--- config.mk ---
export PLATFORM = sky130hd
export DESIGN_NAME = alu8_reg_flat
export DESIGN_NICKNAME = d
export VERILOG_FILES = /design/src/rtl/alu_pkg.sv /design/src/rtl/alu8_reg_if.sv /design/src/rtl/alu_comb.sv /design/src/rtl/alu8_reg.sv /design/src/flat_wrapper.sv
export SDC_FILE = /design/constraint.sdc
export NUM_CORES = 1
export LEC_CHECK = 0
export ABC_AREA = 1
export CORE_MARGIN = 2
export CORE_UTILIZATION = 61
export CTS_CLUSTER_DIAMETER = 50
export CTS_CLUSTER_SIZE = 8
export DETAILED_ROUTE_END_ITERATION = 10
export PLACE_DENSITY = 0.85
export SLEW_MARGIN = 40
export SYNTH_ARGS = -nofsm -noshare
export SYNTH_HDL_FRONTEND = slang
export SYNTH_SLANG_ARGS = --single-unit
--- constraint.sdc ---
create_clock -name clk -period 12.2 [get_ports clk]
set_input_delay 3.66 -clock clk [delete_from_list [all_inputs] [get_ports clk]]
set_output_delay 3.66 -clock clk [all_outputs]
set_load 0.02 [all_outputs]
--- src/rtl/alu_pkg.sv ---
// Shared opcode encoding and constants for the registered ALU.
package alu_pkg;

    localparam int unsigned ALU_WIDTH = 8;

    // Fill bit replicated across the result on a divide by zero (all-ones).
    localparam logic DIV_ZERO_FILL = 1'b1;

    typedef enum logic [3:0] {
        OP_ADD  = 4'b0000,
        OP_SUB  = 4'b0001,
        OP_MUL  = 4'b0010,
        OP_DIV  = 4'b0011,
        OP_SHL  = 4'b0100,
        OP_SHR  = 4'b0101,
        OP_ROL  = 4'b0110,
        OP_ROR  = 4'b0111,
        OP_AND  = 4'b1000,
        OP_OR   = 4'b1001,
        OP_XOR  = 4'b1010,
        OP_NOR  = 4'b1011,
        OP_NAND = 4'b1100,
        OP_XNOR = 4'b1101,
        OP_GT   = 4'b1110,
        OP_EQ   = 4'b1111
    } alu_op_e;

endpackage

--- src/rtl/alu8_reg_if.sv ---
// Operand/opcode/result bundle between the driver and the registered ALU.
interface alu8_reg_if
    import alu_pkg::*;
#(
    parameter int unsigned WIDTH = ALU_WIDTH
);

    logic [WIDTH-1:0] A;
    logic [WIDTH-1:0] B;
    alu_op_e          ALU_Sel;
    logic [WIDTH-1:0] ALU_Out;
    logic             CarryOut;

    modport master (
        output A,
        output B,
        output ALU_Sel,
        input  ALU_Out,
        input  CarryOut
    );

    modport slave (
        input  A,
        input  B,
        input  ALU_Sel,
        output ALU_Out,
        output CarryOut
    );

endinterface

--- src/rtl/alu_comb.sv ---
// Combinational opcode decode and compute; carry always comes from A+B.
module alu_comb
    import alu_pkg::*;
#(
    parameter int unsigned WIDTH = ALU_WIDTH
) (
    input  logic [WIDTH-1:0] i_a,
    input  logic [WIDTH-1:0] i_b,
    input  alu_op_e          i_sel,
    output logic [WIDTH-1:0] o_result_c,
    output logic             o_carry_c
);

    localparam int unsigned SUM_W = WIDTH + 1;

    logic [SUM_W-1:0] w_sum;

    assign w_sum     = SUM_W'(i_a) + SUM_W'(i_b);
    assign o_carry_c = w_sum[WIDTH];

    // Result select; every opcode is defined so the default is never held.
    always_comb begin
        o_result_c = '0;
        case (i_sel)
            OP_ADD:  o_result_c = w_sum[WIDTH-1:0];
            OP_SUB:  o_result_c = i_a - i_b;
            OP_MUL:  o_result_c = WIDTH'(i_a * i_b);
            OP_DIV:  o_result_c = (i_b == '0) ? {WIDTH{DIV_ZERO_FILL}} : (i_a / i_b);
            OP_SHL:  o_result_c = {i_a[WIDTH-2:0], 1'b0};
            OP_SHR:  o_result_c = {1'b0, i_a[WIDTH-1:1]};
            OP_ROL:  o_result_c = {i_a[WIDTH-2:0], i_a[WIDTH-1]};
            OP_ROR:  o_result_c = {i_a[0], i_a[WIDTH-1:1]};
            OP_AND:  o_result_c = i_a & i_b;
            OP_OR:   o_result_c = i_a | i_b;
            OP_XOR:  o_result_c = i_a ^ i_b;
            OP_NOR:  o_result_c = ~(i_a | i_b);
            OP_NAND: o_result_c = ~(i_a & i_b);
            OP_XNOR: o_result_c = ~(i_a ^ i_b);
            OP_GT:   o_result_c = WIDTH'(i_a > i_b);
            OP_EQ:   o_result_c = WIDTH'(i_a == i_b);
            default: o_result_c = '0;
        endcase
    end

endmodule

--- src/rtl/alu8_reg.sv ---
// Parameterised ALU with a single output register stage and synchronous reset.
module alu8_reg
    import alu_pkg::*;
#(
    parameter int unsigned WIDTH = ALU_WIDTH
) (
    input  logic       clk,
    input  logic       reset,
    alu8_reg_if.slave  intf
);

    logic [WIDTH-1:0] w_result;
    logic             w_carry;
    logic [WIDTH-1:0] r_out;
    logic             r_carry;

    alu_comb #(
        .WIDTH (WIDTH)
    ) u_alu_comb (
        .i_a        (intf.A),
        .i_b        (intf.B),
        .i_sel      (intf.ALU_Sel),
        .o_result_c (w_result),
        .o_carry_c  (w_carry)
    );

    // Output stage: reset wins over whatever the ALU computes this cycle.
    always_ff @(posedge clk) begin
        if (reset) begin
            r_out   <= '0;
            r_carry <= 1'b0;
        end else begin
            r_out   <= w_result;
            r_carry <= w_carry;
        end
    end

    assign intf.ALU_Out  = r_out;
    assign intf.CarryOut = r_carry;

endmodule

--- src/flat_wrapper.sv ---
// flat-port wrapper written by rule: the top's interface ports become plain ports
module alu8_reg_flat import alu_pkg::*;
#(
    parameter int unsigned WIDTH = ALU_WIDTH
)
  (clk, reset, intf_A, intf_B, intf_ALU_Sel, intf_ALU_Out, intf_CarryOut);
  alu8_reg_if #(.WIDTH(WIDTH)) intf_i ();
  input  logic clk;
  input  logic reset;
  input wire logic [$bits(intf_i.A)-1:0] intf_A;
  input wire logic [$bits(intf_i.B)-1:0] intf_B;
  input wire logic [$bits(intf_i.ALU_Sel)-1:0] intf_ALU_Sel;
  output wire logic [$bits(intf_i.ALU_Out)-1:0] intf_ALU_Out;
  output wire logic [$bits(intf_i.CarryOut)-1:0] intf_CarryOut;
  assign intf_i.A = intf_A;
  assign intf_i.B = intf_B;
  assign intf_i.ALU_Sel = intf_ALU_Sel;
  assign intf_ALU_Out = intf_i.ALU_Out;
  assign intf_CarryOut = intf_i.CarryOut;
  alu8_reg #(.WIDTH(WIDTH)) u_core (.clk(clk), .reset(reset), .intf(intf_i));
endmodule
== Yosys cells after proc, flatten, opt, wreduce, memory -nomap -nowiden ==
Index checks and enable logic that the tools add are counted.
Operators by class
  add/subtract/negate cells: 2
  multipliers: 1
  divide/modulo/power cells: 1
  magnitude comparators: 1
  equality and inequality tests: 16
  shift-type cells: 0
  mux-type cells: 2
  bitwise logic cells: 6
  reductions and logical operators: 2
Operators by type and width (count)
  8-bit case mux with 16 select lines: 1
  4-bit equality test (second input constant): 8
  8-bit inverter: 3
  4-bit by 3-bit equality test with 1-bit output (second input constant): 4
  8-bit by 8-bit adder with 9-bit output: 1
  8-bit AND: 1
  8-bit by 8-bit divider with 8-bit output: 1
  4-bit by 2-bit equality test with 1-bit output (second input constant): 2
  8-bit equality test: 1
  8-bit > comparator: 1
  8-bit logical NOT: 1
  8-bit by 8-bit multiplier with 8-bit output: 1
  8-bit two-way mux: 1
  8-bit bitwise OR: 1
  8-bit subtractor: 1
  8-bit bitwise XOR: 1
  4-bit by 1-bit equality test with 1-bit output (second input constant): 1
  4-bit logical NOT: 1
Storage, ports and cells
  bits in registers: 9
  bits in latches: 0
  RAM bits: 0
  bits in read-only memories: 0
  input port bits: 22
  output and inout port bits: 9
  logic and storage cells: 33
  memories: 0

== Depth between registers and ports, before layout ==
  depth in word-level cells: 3
  gate-level depth with buffers: 66
  depth with buffers taken out: 66

== Cells and area by module ==
From an unflattened synthesis, not the netlist that was laid out.
Second synthesis, totals
  cell total of the unflattened synthesis: 719
  area total of the unflattened synthesis: 4394.2 µm²
By module, submodules not included
  alu_comb: instances 1, cells an instance 691, area an instance 4135.2 µm², sequential area each 0.0 µm²
  alu8_reg: instances 1, cells an instance 28, area an instance 259.0 µm², sequential area each 180.2 µm²

== Worst setup path after synthesis ==
OpenSTA, ideal clock, no wires.
  path kind: input port to flip-flop
  from: input intf_B[1]
  to: register u_core.r_out[0] (netlist: u_core.intf.ALU_Out[0])
  setup time: 0.074 ns
  arrival time: 11.069 ns
  data required time: 12.126 ns
  slack: 1.056 ns
  stages on the path: 64
  buffers on the path: 1
  path through: buf_4 -> clkinv_2 -> nand2_1 -> nor2_1 -> nand3_1 -> nand2_1 -> inv_1 -> ha_1 -> o21ai_0 -> nand2_1 -> nand2_2 -> nand2_1 -> o21ai_2 -> ha_1 -> nand2_1 -> nand3b_1 -> nand2_1 -> nand2_1 -> (+28 left out) -> ha_1 -> nand2_1 -> nor3_2 -> inv_1 -> nand2_1 -> nand2_1 -> nand2_1 -> a21oi_1 -> or2_2 -> nand3_1 -> nand2_1 -> ha_1 -> nand2_1 -> nor2_1 -> nand4_1 -> o2111ai_1 -> o21ai_0 -> a31oi_1
Between the ends
  word-level cells in the longest chain between the ends: 3
  elaborated cells on any way between the ends: 6
  those cells by class: div: 1; order compare: 1; eq/ne: 1; mux: 2; reduce/logical: 1
RTL lines
  start: declaration: line flat_wrapper.sv:11  | input wire logic [$bits(intf_i.B)-1:0] intf_B;
  8-bit by 8-bit divider with 8-bit output or 8-bit logical NOT (tied branches): line alu_comb.sv:28  | OP_DIV: o_result_c = (i_b == '0) ? {WIDTH{DIV_ZERO_FILL}} : (i_a / i_b);
  8-bit two-way mux: line alu_comb.sv:28
  8-bit case mux with 16 select lines *: line alu_comb.sv:24  | case (i_sel)
  end signal: assignment: line alu8_reg.sv:33  | r_out <= w_result;
  end: declaration: line alu8_reg.sv:14  | logic [WIDTH-1:0] r_out;
Every way passes the cells marked *; elsewhere a longest branch is shown, timed or not.
A chain may end at the register's enable or synchronous reset.

== Final worst setup path ==
  from: input intf_B[0]
  to: register u_core.r_out[0] (netlist: u_core.intf.ALU_Out[0])
Between the ends
  word-level cells in the longest chain between the ends: 3
  elaborated cells on any way between the ends: 15
  those cells by class: add/sub: 2; mul: 1; div: 1; order compare: 1; eq/ne: 1; mux: 2; bitwise: 6; reduce/logical: 1
RTL lines (line)
  8-bit by 8-bit divider with 8-bit output, or another cell as far along: alu_comb.sv:28
  8-bit two-way mux, or another cell as far along: alu_comb.sv:28
  8-bit case mux with 16 select lines *: alu_comb.sv:24
Marked as above.

==> results.json <==
{
  "cts_tree": "yes",
  "yosys.area_share.simple_pct": 33.3,
  "regArea_um2": 180,
  "cts_sinks": 9,
  "io_pins": 31,
  "antenna_found_initial": 0,
  "ys_ff_latch": 9,
  "layout.nets": 890,
  "critPathArrivalTime_ns": 12.10,
  "cp-start-kind": "input pin",
  "min_period_over_period_pct": 98.3,
  "synthMuxAreaShare_pct": 0.226,
  "worst_pin_slew_ns": 0.625,
  "clk_path_buf_depth": 2,
  "cpMostUsedCell": "nand2_1",
  "ant_nets": 0,
  "cts-root-buf": "clkbuf_8",
  "powerDensity_nw_per_um2": 70.0,
  "dieWidth_um": 89.2,
  "period_minus_slack_ns": 11.99,
  "endpoint_kind": "flop",
  "synth_area_leaders": "ha_1 (22%), nand2_1 (16%), inv_1 (10%), fa_1 (6.3%), nand3_1 (5.3%)",
  "fmax_mhz": 83.4,
  "syn_inst": 723,
  "hold_viol": 0,
  "die_h_um": 89.2,
  "grt_pass1_vias": 4698,
  "hold_depth": 2,
  "synth_compound_area_share_pct": 15.3,
  "vias": 5244,
  "antenna_cells": 0,
  "yosysWarningCount": 0,
  "critPathRequiredTime_ns": 12.31,
  "gp_congestion": 1.07,
  "rows": 31,
  "cap_violations": 0,
  "hold_ws_ns": 4.05,
  "syn_area_per_cell_um2": 6.13,
  "synth_top_area_share_pct": 22.3,
  "startpoint": "intf_B[0]",
  "setup_viol": 0,
  "grtUsageTotal_pct": 36.3,
  "avgViaCountPerCell": 6.01,
  "syn_nets": 838,
  "drc": 0,
  "wl_um": 15700,
  "port_buffers": 30,
  "status": "finished, final reports clean",
  "critPathMaxFanout": 7,
  "netlist_area_um2": 4430,
  "floorplan.initialDensity_pct": 62.1,
  "routedWlPerCell_um": 18.0,
  "ys_seq_area_share_pct": 4.07,
  "grt_pass1_wl_um": 22300,
  "drive_gt1_share_pct": 15.0,
  "multiInputGateArea_um2": 3990,
  "fillers": 566,
  "grt_max_degree": 13,
  "synthXorXnorAreaFrac_pct": 6.13,
  "min_path_type": "in -> reg",
  "dr.pass1.iters": 6,
  "crit_path_max_incr_delay_ns": 0.47,
  "synth_adder_area_share_pct": 28.6,
  "path_class": "in -> reg",
  "clkSlewWorstSetupHoldPaths_ns": 0.05,
  "slowest_stage": "clkdlybuf4s50_1",
  "power_leakage_nw": 2.88,
  "first_iter_violations": 480,
  "synth_top_family_by_area": "simple AND/OR/NAND/NOR gates",
  "h-tree-depth": 1,
  "power.total_uw": 374,
  "synth_cell_types": 47,
  "dp_hpwl_um": 11500,
  "grt-ovfl-total": 0,
  "synthToLayoutAreaGrowth_pct": 20.8,
  "irDropWorstVdd_v": 0.0000479,
  "yosysTopAreaCell": "ha_1",
  "endpoint": "u_core.intf.ALU_Out[0]",
  "numCtsBuffers": 3,
  "finalMaxSlewViolations": 0,
  "relSlewSlack_pct": 58.2,
  "core_um2": 7140,
  "die_area_um2": 7960
}
-- worst max-delay path, delay by kind of cell --
family / cells / cell delay, ns
AO/OA/AOI/OAI: 14 / 2.05
buffers and inverters: 7 / 1.01
AND/OR/NAND/NOR: 31 / 2.89
XOR/XNOR: 2 / 0.34
adder cells (fa/ha/maj): 8 / 2.13
-- cell usage in the layout (no fill, tap or decap), types with 7 or more instances in the layout --
| cell | count |
|---|---|
| nand2_1 | 171 |
| inv_1 | 120 |
| ha_1 | 66 |
| nand3_1 | 47 |
| nor2_1 | 42 |
| a21oi_1 | 35 |
| o21ai_0 | 31 |
| clkdlybuf4s50_1 | 29 |
| buf_4 | 24 |
| nand2_2 | 20 |
| xor2_1 | 19 |
| fa_1 | 14 |
| ha_4 | 13 |
| xnor2_1 | 12 |
| inv_2 | 10 |
| o21ai_1 | 9 |
| dfxtp_1 | 9 |
| nand4_1 | 7 |
| o22ai_1 | 7 |
-- worst min-delay path by stage --
stage	from	endpoint
global route	reset	u_core.intf.ALU_Out[3]
global placement	reset	u_core.intf.CarryOut
detailed placement	reset	u_core.intf.CarryOut
floorplan	reset	u_core.intf.CarryOut
finish	reset	u_core.intf.ALU_Out[3]
CTS	reset	u_core.intf.ALU_Out[3]
-- power by group --
part	internal (mW)	leakage, nW	switching (mW)
Clock	0.0224	0.0255	0.0138
Sequential	0.0326	0.0746	0.000761
Combinational	0.122	2.78	0.183
Total	0.177	2.88	0.197
-- flip-flops by register name, summed over array words and instances (netlist names) --
register,cells
u_core.intf.ALU_Out,8
u_core.intf.CarryOut,1
-- kinds of logic (layout without fill, tap and decap cells) --
family | count (synthesis) | in the layout
and+or+nand+nor | 329 | 330
buffers and inverters | 144 | 194
AOI/OAI and AO/OA | 116 | 116
adders and majority gates | 93 | 93
xor gates and xnor gates | 31 | 31
DFF | 9 | 9
muxes | 1 | 1
-- layout make-up --
| class | count | area share (%) |
|---|---|---|
| multi-input cells | 571 | 74.5 |
| inverters | 135 | 9.73 |
| repair buffers | 55 | 9.24 |
| flip-flops and latches | 9 | 3.37 |
| well taps | 99 | 2.32 |
| clock buffers | 3 | 0.772 |
| clock inverters | 1 | 0.0935 |
-- routing by layer --
layer	vias up	share of wire (%)	global-route usage, %	wire length, µm
li1	2441	-	-	-
met1	2403	40	45.3	6230
met2	323	46	62.9	7320
met3	77	8.8	4.52	1390
met4	0	5.1	15.1	803
met5	-	0	0	0
-- what timing repair did --
action                                  in CTS  in global routing
gates cloned                                 0                  1
pin swaps                                    0                 21
hold buffers                                 0                  0
gates resized for setup                      3                 60
setup buffers                                1                 10
endpoints found under the setup margin       1                  1
-- Yosys cell counts (all sizes together) --
master   number
nor2         48
fa           14
mux2i         1
o21bai        3
or3           1
o221ai        4
nor3         10
o211ai        3
nand3b        3
nand2       194
xnor2        12
ha           79
a31oi         5
and2          5
nor4          2
or2           7
xor2         19
clkbuf        5
a21oi        39
o31ai         1
a22o          1
nand3        52
o2bb2ai       1
a21boi        1
o22ai         7
clkinv        1
o21ai        46
o2111ai       4
dfxtp         9
buf           4
nand4         7
inv         134
a21o          1
-- per-stage QoR --
stage / TNS [ns] / area, µm² / utilization [%] / setup slack (ns) / std cells
floorplan: 0 / 4430 / - / 1.06 / 723
global placement: 0 / 4920 / 68.9 / 0.168 / 857
detailed placement: -0.352 / 4920 / 68.9 / -0.352 / 857
CTS: 0 / 4980 / 69.7 / 0.0320 / 862
global route: -0.327 / 5350 / 75.0 / -0.327 / 873
finish: 0 / 5350 / 75.0 / 0.208 / 873
Power figures use the tool's default switching activity.
==> variant: new RTL, config.mk and constraints unchanged <==
`ALU_WIDTH`: 8 -> 12.
--- a/src/rtl/alu_pkg.sv
+++ b/src/rtl/alu_pkg.sv
@@ -1,7 +1,7 @@
 // Shared opcode encoding and constants for the registered ALU.
 package alu_pkg;
 
-    localparam int unsigned ALU_WIDTH = 8;
+    localparam int unsigned ALU_WIDTH = 12;
 
     // Fill bit replicated across the result on a divide by zero (all-ones).
     localparam logic DIV_ZERO_FILL = 1'b1;
Interface: changed (resized intf_A, intf_ALU_Out and intf_B); port bits go from 31 to 43. The function was not compared with the original's and may differ.
==> variant against the unedited design <==
  * The flow now stops in global routing (5_1_grt)
  * Synthesized cell count is 89% higher
  * Area after synthesis is 97% higher
==> variant: results (changes against the unedited design) <==
Placed design
• 28.2 mm — placed wire-length estimate after detailed placement, +150%
• 0.0113 mm2 — instance area after placement, +130%
• 1.08 — GPL Wtd Cong, +0.84%
• 42 — count of port buffers added during placement, +40%
• 1,798 — placed cell count, +110%

Timing
• u_core.intf.ALU_Out[0]$_SDFF_PP0_/D — post-GRT worst EP
• sequential cell input — kind of endpoint with the least setup slack

Synthesis
• sky130_fd_sc_hd__nand2_1, sky130_fd_sc_hd__inv_1, sky130_fd_sc_hd__ha_1, sky130_fd_sc_hd__nand3_1 — most used standard cells in the synthesized netlist
• 13 — number of synthesized register bits, +4
• 0% — async set-or-reset flop fraction in the synthesized netlist, unchanged
• sky130_fd_sc_hd__dfxtp_1 — dominant register cell in the synthesized netlist
• 0 — Synthesis Warnings, unchanged
• 1,583 — Synthesized Nets, +89%
• 62 — Unique masters post-synth, +32%
• sky130_fd_sc_hd__ha_1, sky130_fd_sc_hd__nand2_1, sky130_fd_sc_hd__inv_1 — ranking of synthesized cells by area
• 2.98% — post-synthesis sequential area ratio, -1.1 points
• 6.40 um2 — Avg Cell Area, Syn, +4.4%

Clock network
• 1 — # H-tree levels, unchanged
• 2 — Clock Path Buffers, unchanged
• sky130_fd_sc_hd__clkbuf_16 — root buffer cell
• 3 — TritonCTS Buffers, unchanged

GRT
• 18 — maximum number of pins on one net before global-route repair

Status
• global routing (5_1_grt) — stage at which the run stopped
• [ERROR DPL-0038] Utilization greater than 100%, impossible to legalize — Halt Reason
• stopped before the end — outcome

[variant: repair_timing]
action / 4_1_cts
cloned: 1
buffers inserted: 54
gates resized for setup: 131
pin swaps: 69
endpoints found under the hold margin: 0
setup endpoints to repair: 5
[variant: cell families after synthesis]
family | share of synthesized area [%]
and+or+nand+nor | 31.5
DFF | 2.98
AOI/OAI and AO/OA | 16.0
buffers and inverters | 13.6
adders and majority gates | 30.3
xor gates and xnor gates | 5.61
[variant: metrics by stage]
stage	setup TNS (ns)	setup slack (ns)
floorplan	-10.80	-4.53
global placement	-16.76	-5.60
detailed placement	-20.48	-6.61
CTS	-13.77	-5.06
